--- src/rtl/draw_pkg.sv ---
// draw_pkg: shared constants and types for the statistic number renderer.
//   FONT_W / FONT_H     glyph cell size in pixels
//   GLYPH_BLANK         font code of the empty glyph
//   GLYPH_DIGIT_BASE    font code of digit '0'; digit d uses code d + base
//   fsm_state_t         conversion controller states
//   pow10()             elaboration-time power of ten for the saturation limit
package draw_pkg;

    localparam int unsigned FONT_W = 8;
    localparam int unsigned FONT_H = 16;

    localparam logic [3:0] GLYPH_BLANK      = 4'd0;
    localparam logic [3:0] GLYPH_DIGIT_BASE = 4'd1;

    typedef enum logic [1:0] {
        IDLE,
        CONVERT,
        COMMIT
    } fsm_state_t;

    function automatic logic [63:0] pow10(input int unsigned n);
        logic [63:0] r;
        r = 64'd1;
        for (int unsigned i = 0; i < n; i++) begin
            r = r * 64'd10;
        end
        return r;
    endfunction

endpackage

--- src/rtl/bin2bcd_seq.sv ---
// bin2bcd_seq: iterative double-dabble binary to BCD converter.
//   clk, rst_n  clock, asynchronous active-low reset
//   start       load value, clear the BCD scratch and begin converting
//   value       binary input, sampled on start
//   bcd         NUM_DIGITS packed BCD nibbles, final after the done cycle
//   done        high during the last of the VALUE_W shift cycles
module bin2bcd_seq #(
    parameter int unsigned VALUE_W    = 16,
    parameter int unsigned NUM_DIGITS = 5
) (
    input  logic                    clk,
    input  logic                    rst_n,
    input  logic                    start,
    input  logic [VALUE_W-1:0]      value,
    output logic [NUM_DIGITS*4-1:0] bcd,
    output logic                    done
);

    localparam int unsigned BCD_W = NUM_DIGITS * 4;
    localparam int unsigned CNT_W = $clog2(VALUE_W + 1);

    logic [VALUE_W-1:0] shreg;
    logic [CNT_W-1:0]   cnt;
    logic               active;
    logic [BCD_W-1:0]   adj;

    // Add-3 correction on every nibble >= 5 ahead of the shift.
    always_comb begin
        adj = bcd;
        for (int unsigned i = 0; i < NUM_DIGITS; i++) begin
            if (bcd[i*4 +: 4] >= 4'd5) begin
                adj[i*4 +: 4] = bcd[i*4 +: 4] + 4'd3;
            end
        end
    end

    assign done = active && (cnt == CNT_W'(VALUE_W - 1));

    always_ff @(posedge clk or negedge rst_n) begin
        if (!rst_n) begin
            shreg  <= '0;
            bcd    <= '0;
            cnt    <= '0;
            active <= 1'b0;
        end else if (start) begin
            shreg  <= value;
            bcd    <= '0;
            cnt    <= '0;
            active <= 1'b1;
        end else if (active) begin
            bcd   <= {adj[BCD_W-2:0], shreg[VALUE_W-1]};
            shreg <= {shreg[VALUE_W-2:0], 1'b0};
            cnt   <= cnt + 1'b1;
            if (done) begin
                active <= 1'b0;
            end
        end
    end

endmodule

--- src/rtl/stat_number_draw.sv ---
// stat_number_draw: renders one unsigned statistic as a fixed-width decimal
// field at (X0, Y0) using a downstream 256x8 font ROM.
//   Clk, Reset_n  pixel clock, asynchronous active-low reset
//   value_in      binary value to display
//   load          one-cycle request to convert value_in
//   busy          conversion in progress or a request pending
//   DrawX, DrawY  current pixel position
//   font_addr     registered ROM address {glyph_code, row}
//   font_data     ROM data (combinational), bit 7 = leftmost pixel
//   pixel_on      foreground flag for the position sampled two cycles earlier
module stat_number_draw
    import draw_pkg::*;
#(
    parameter int unsigned VALUE_W    = 16,
    parameter int unsigned NUM_DIGITS = 5,
    parameter logic [9:0]  X0         = 10'd0,
    parameter logic [9:0]  Y0         = 10'd0
) (
    input  logic               Clk,
    input  logic               Reset_n,
    input  logic [VALUE_W-1:0] value_in,
    input  logic               load,
    output logic               busy,
    input  logic [9:0]         DrawX,
    input  logic [9:0]         DrawY,
    output logic [7:0]         font_addr,
    input  logic [7:0]         font_data,
    output logic               pixel_on
);

    localparam logic [63:0] SAT_LIMIT = pow10(NUM_DIGITS);
    localparam logic [11:0] X_LO = 12'(X0);
    localparam logic [11:0] X_HI = 12'(X0) + 12'(FONT_W * NUM_DIGITS);
    localparam logic [11:0] Y_LO = 12'(Y0);
    localparam logic [11:0] Y_HI = 12'(Y0) + 12'(FONT_H);

    fsm_state_t state, state_next;

    logic                    start;
    logic                    start_from_pending;
    logic [VALUE_W-1:0]      start_val;
    logic                    pending;
    logic [VALUE_W-1:0]      pending_val;
    logic                    sat_q;
    logic [NUM_DIGITS*4-1:0] eng_bcd;
    logic                    eng_done;
    logic [3:0]              disp [NUM_DIGITS];
    logic [3:0]              commit_codes [NUM_DIGITS];
    logic                    leading;
    logic [3:0]              nib;

    bin2bcd_seq #(
        .VALUE_W    (VALUE_W),
        .NUM_DIGITS (NUM_DIGITS)
    ) u_bin2bcd (
        .clk   (Clk),
        .rst_n (Reset_n),
        .start (start),
        .value (start_val),
        .bcd   (eng_bcd),
        .done  (eng_done)
    );

    // ---------------- conversion controller ----------------
    always_ff @(posedge Clk or negedge Reset_n) begin
        if (!Reset_n) begin
            state <= IDLE;
        end else begin
            state <= state_next;
        end
    end

    // A request that lands in COMMIT without a pending one is parked in
    // pending, so IDLE also has to start from pending.
    always_comb begin
        state_next         = state;
        start              = 1'b0;
        start_from_pending = 1'b0;
        case (state)
            IDLE: begin
                if (pending) begin
                    start              = 1'b1;
                    start_from_pending = 1'b1;
                    state_next         = CONVERT;
                end else if (load) begin
                    start      = 1'b1;
                    state_next = CONVERT;
                end
            end
            CONVERT: begin
                if (eng_done) begin
                    state_next = COMMIT;
                end
            end
            COMMIT: begin
                if (pending) begin
                    start              = 1'b1;
                    start_from_pending = 1'b1;
                    state_next         = CONVERT;
                end else begin
                    state_next = IDLE;
                end
            end
            default: state_next = IDLE;
        endcase
    end

    assign start_val = start_from_pending ? pending_val : value_in;
    assign busy      = (state != IDLE) || pending;

    // Last load wins; a load coinciding with a pending restart refills pending.
    always_ff @(posedge Clk or negedge Reset_n) begin
        if (!Reset_n) begin
            pending     <= 1'b0;
            pending_val <= '0;
            sat_q       <= 1'b0;
        end else begin
            if (start_from_pending) begin
                pending <= load;
                if (load) begin
                    pending_val <= value_in;
                end
            end else if (load && busy) begin
                pending     <= 1'b1;
                pending_val <= value_in;
            end
            if (start) begin
                sat_q <= (64'(start_val) >= SAT_LIMIT);
            end
        end
    end

    // ---------------- commit: saturation and leading-zero blanking ----------------
    always_comb begin
        leading = 1'b1;
        nib     = '0;
        for (int unsigned i = 0; i < NUM_DIGITS; i++) begin
            nib = sat_q ? 4'd9 : eng_bcd[(NUM_DIGITS-1-i)*4 +: 4];
            if (leading && (nib == 4'd0) && (i != NUM_DIGITS - 1)) begin
                commit_codes[i] = GLYPH_BLANK;
            end else begin
                commit_codes[i] = nib + GLYPH_DIGIT_BASE;
                leading         = 1'b0;
            end
        end
    end

    always_ff @(posedge Clk or negedge Reset_n) begin
        if (!Reset_n) begin
            for (int unsigned i = 0; i < NUM_DIGITS; i++) begin
                disp[i] <= (i == NUM_DIGITS - 1) ? GLYPH_DIGIT_BASE : GLYPH_BLANK;
            end
        end else if (state == COMMIT) begin
            for (int unsigned i = 0; i < NUM_DIGITS; i++) begin
                disp[i] <= commit_codes[i];
            end
        end
    end

    // ---------------- pixel pipeline ----------------
    logic       in_box;
    logic [9:0] dx;
    logic [3:0] row;
    logic [3:0] code;
    logic [2:0] col_q;
    logic       in_box_q;

    // Bounds compared at 12 bits so fields near the right/bottom edge do not wrap.
    assign in_box = (12'(DrawX) >= X_LO) && (12'(DrawX) < X_HI) &&
                    (12'(DrawY) >= Y_LO) && (12'(DrawY) < Y_HI);
    assign dx     = DrawX - X0;
    assign row    = 4'(DrawY - Y0);

    always_comb begin
        code = GLYPH_BLANK;
        for (int unsigned i = 0; i < NUM_DIGITS; i++) begin
            if (in_box && (dx[9:3] == 7'(i))) begin
                code = disp[i];
            end
        end
    end

    always_ff @(posedge Clk or negedge Reset_n) begin
        if (!Reset_n) begin
            font_addr <= 8'h00;
            col_q     <= '0;
            in_box_q  <= 1'b0;
            pixel_on  <= 1'b0;
        end else begin
            font_addr <= in_box ? {code, row} : 8'h00;
            col_q     <= dx[2:0];
            in_box_q  <= in_box;
            pixel_on  <= in_box_q & font_data[3'd7 - col_q];
        end
    end

endmodule

--- config.mk ---
export PLATFORM = sky130hd
export DESIGN_NAME = stat_number_draw
export DESIGN_NICKNAME = d
export VERILOG_FILES = /design/src/rtl/draw_pkg.sv /design/src/rtl/bin2bcd_seq.sv /design/src/rtl/stat_number_draw.sv
export SDC_FILE = /design/constraint.sdc
export NUM_CORES = 1
export LEC_CHECK = 0
export CAP_MARGIN = 5
export CORE_ASPECT_RATIO = 1.4
export CORE_MARGIN = 2
export CORE_UTILIZATION = 51
export DETAILED_ROUTE_END_ITERATION = 8
export GPL_ROUTABILITY_DRIVEN = 0
export PLACE_DENSITY_LB_ADDON = 0.2
export SLEW_MARGIN = 15
export SYNTH_ARGS = -nofsm -noshare
export SYNTH_HDL_FRONTEND = slang
export SYNTH_HIERARCHICAL = 1
export SYNTH_SLANG_ARGS = --single-unit
--- constraint.sdc ---
create_clock -name Clk -period 1.68 [get_ports Clk]
set_clock_uncertainty 0.15 [all_clocks]
set_input_delay 0.336 -clock Clk [delete_from_list [all_inputs] [get_ports Clk]]
set_output_delay 0.336 -clock Clk [all_outputs]
set_load 0.05 [all_outputs]
==> impl_metrics.py <==
metrics = {
    "floorplan": {
        "core-area_sq_mm": 0.00951,
        "die_w_microns": 87.6,
        "die_y_microns": 121,
        "initial_core_util_pct": 52.4,
        "die-area_sq_mm": 0.0106,
        "pin_count": 57,
        "rows": 42,
    },
    "pwr": {
        "clockPowerShare_pct": 18.5,
        "ir_worst_vdd_mv": 0.903,
        "p_comb_share_pct": 49.1,
        "switching_share_pct": 36.2,
        "p_leak_uw": 0.00319,
        "power_frac_seq_pct": 32.5,
        "p_sw_uw": 4100,
        "power.internal_uw": 7230,
        "p_per_area_mw_per_mm2": 1600,
    },
    "drt": {
        "ant_nets": 0,
        "drt_wl_total_microns": 12000,
        "drc": 0,
        "vias": 3983,
        "drtIter0Drc": 156,
        "viasPerCell": 5.44,
        "wire_per_inst_microns": 16.3,
        "first_pass_iters": 4,
    },
    "synth": {
        "muxShareOfSynthArea_pct": 14.0,
        "synth_ff_type": "dfrtp_1",
        "synthesis.area_sq_mm": 0.00499,
        "synthCells": 462,
        "netlist.area_leader.share_pct": 46.7,
        "synth-compound-area-share_pct": 11.4,
        "synth_largest_area_cell": "dfrtp_1",
        "ys_ff_latch": 94,
        "synth_edf_count": 0,
        "synthTopCellsByArea": "dfrtp_1 47%, mux2_2 6.5%, ha_1 5.3%",
        "synth_fa_ha_area_share_pct": 5.27,
        "yosysWarnings": 6,
        "async_flop_share_pct": 100,
        "synth_top_family_by_area": "simple AND/OR/NAND/NOR gates",
        "synth_xor_area_share_pct": 2.63,
        "yosysUniqueCellTypes": 52,
        "synth_area_per_cell_sq_um": 10.8,
        "synth-seq-area-share_pct": 47.2,
        "yosys.area_share.simple_pct": 14.7,
        "synth_nets": 530,
    },
    "critical_path": {
        "critPathRequiredTime_ns": 1.19,
        "crit_fanout": 2,
        "worstReg2RegStart": "u_bin2bcd/bcd[9]",
        "cp.arrival_ns": 1.30,
        "crit_path_start": "state[0]",
        "cp-end-kind": "output port",
        "cp-start-kind": "flop",
        "criticalPathCategory": "reg -> out",
    },
    "layout": {
        "nets": 663,
        "design_area_sq_mm": 0.00710,
        "n_antenna_cell": 0,
        "syn_to_final_growth_pct": 42.4,
        "layout-drive-gt1-share_pct": 38.3,
        "postLayoutCoreUtil_pct": 74.7,
        "final_cell_mix": "87 x dfrtp_1, 77 x buf_4, 43 x nand2_1, 43 x clkdlybuf4s50_1, 35 x o21ai_0",
        "final_common_cell": "dfrtp_1",
        "instances_no_fill": 732,
    },
    "placed_design": {
        "port_buffers": 56,
        "post-dp-hpwl_microns": 7290,
        "dpl_cell_area_sq_mm": 0.00618,
        "dp.cells": 685,
        "pre_cts_ws_ns": -0.583,
    },
    "clock_tree": {
        "root_buffer": "clkbuf_16",
        "path_clk_slew_ns": 0.06,
        "h-tree-depth": 3,
        "clockBufferDepth": 2,
        "cts_sinks": 94,
        "numCtsBuffers": 9,
        "insertion_delay_ns": 0.35,
        "cts_tree": "done",
    },
    "timing": {
        "min_period_ns": 1.79,
        "max_freq_ghz": 0.559,
        "rsz0062_at_grt": "true",
        "maxSlewViolCount": 0,
        "final-setup-viol-count": 20,
        "relSlewSlack_pct": 72.9,
        "worst_slack_ns": -0.108,
        "tns_ns": -0.497,
        "period_share_pct": 106,
        "worst_slew_pin_slew_ns": 0.406,
        "hold_violations": 0,
    },
    "global_routing": {
        "gr-total-overflow": 0,
        "grt_util_all_layers_pct": 22.2,
        "top_usage_layer": "met2",
        "antenna_found_initial": 0,
        "use_met3_pct": 3.88,
        "first_global_vias": 4040,
        "grtUsageMet1_pct": 24.0,
        "grt_pass1_wl_microns": 18200,
        "grt_max_degree": 50,
        "met2_usage_pct": 40.4,
    },
    "run": {
        "maxCapViolations": 0,
    },
    "status": {
        "status": "finished with violations",
        "violations": "setup timing",
    },
    "hold_path": {
        "hold_path.class": "in -> async",
    },
}
==> cell type report <==
cell class	count	area [sq um]
clock buffers	11	253
clock inverters	5	57.6
fillers	643	2410
inverters	25	96.3
multi-input cells	322	2770
flip-flops and latches	94	2360
well taps	132	165
repair buffers	143	1400
==> synth_stat cells (5+ instances only) <==
master,instances
a21oi_1,16
nand2b_1,11
a211oi_1,6
xnor2_1,6
inv_1,25
ha_1,21
nor2_1,22
nand3_1,11
dfrtp_1,93
mux2_4,9
mux2_2,29
o21ai_0,39
buf_2,14
xor2_1,9
or4b_1,5
nor2b_1,5
nand2_1,43
mux2i_1,19
nand4b_1,5
and2_1,5
o31ai_1,8
==> registers in the layout, summed over array words and instances, names as in the netlist, 2 cells and up <==
| signal | cells |
|---|---|
| disp | 20 |
| u_bin2bcd/bcd | 20 |
| pending_val | 16 |
| u_bin2bcd/shreg | 16 |
| font_addr | 8 |
| u_bin2bcd/cnt | 5 |
| col_q | 3 |
| state | 2 |
==> cells by family after synthesis <==
group	Yosys count
multiplexers	59
buffers and inverters	49
adder cells (fa/ha/maj)	21
XOR/XNOR	15
AO/OA/AOI/OAI	92
flip-flops	94
AND/OR/NAND/NOR	132
==> timing repair <==
item | 4_1_cts | 5_1_grt
pin swaps | 18 | 11
setup buffers | 18 | 9
resized for setup | 48 | 44
endpoints found under the setup margin | 38 | 60
endpoints found under the hold margin | 93 | 0
hold buffers | 1 | 0
gates cloned | 3 | 0
==> routing by layer <==
layer  up-vias  share of wire, %
li1       1905                 -
met5         -                 0
met2       112                56
met1      1935                37
met4         0               3.1
met3        31               3.4
==> power by group through the flow <==
stage                     Sequential [uW]  Combinational (uW)  Clock, uW
final                                3680                5560       2090
after floorplan                      3460                2680          0
after detailed placement             3660                4070          0
after global placement               3610                3840          0
after CTS                            3660                4880       2120
after global routing                 3760                6020       2220
==> critical path, stage by stage, from the launching register on <==
cell	delay, ns
dfrtp_2	0.41
or3_4	0.40
buf_8	0.16
==> final timing paths <==
kind,cells past startpoint,to,slack (ns)
worst max register to register,7,u_bin2bcd/bcd[9],-0.08
worst min-delay path,2,disp[13],0.22
max in group asynchronous,3,disp[0],0.63
worst max-delay path,2,busy,-0.11
worst min register to register,1,pixel_on,0.33
min in group Clk,1,col_q[1],0.28
==> metrics by stage <==
| stage | power, uW | hold slack, ns |
|---|---|---|
| after floorplan | 6150 | -0.110 |
| after CTS | 10700 | 0.219 |
| final | 11300 | 0.220 |
| after detailed placement | 7730 | 0.0257 |
| after global placement | 7450 | 0.0238 |
| after global routing | 12000 | 0.228 |
No activity file was read; power rests on OpenSTA's default activity.
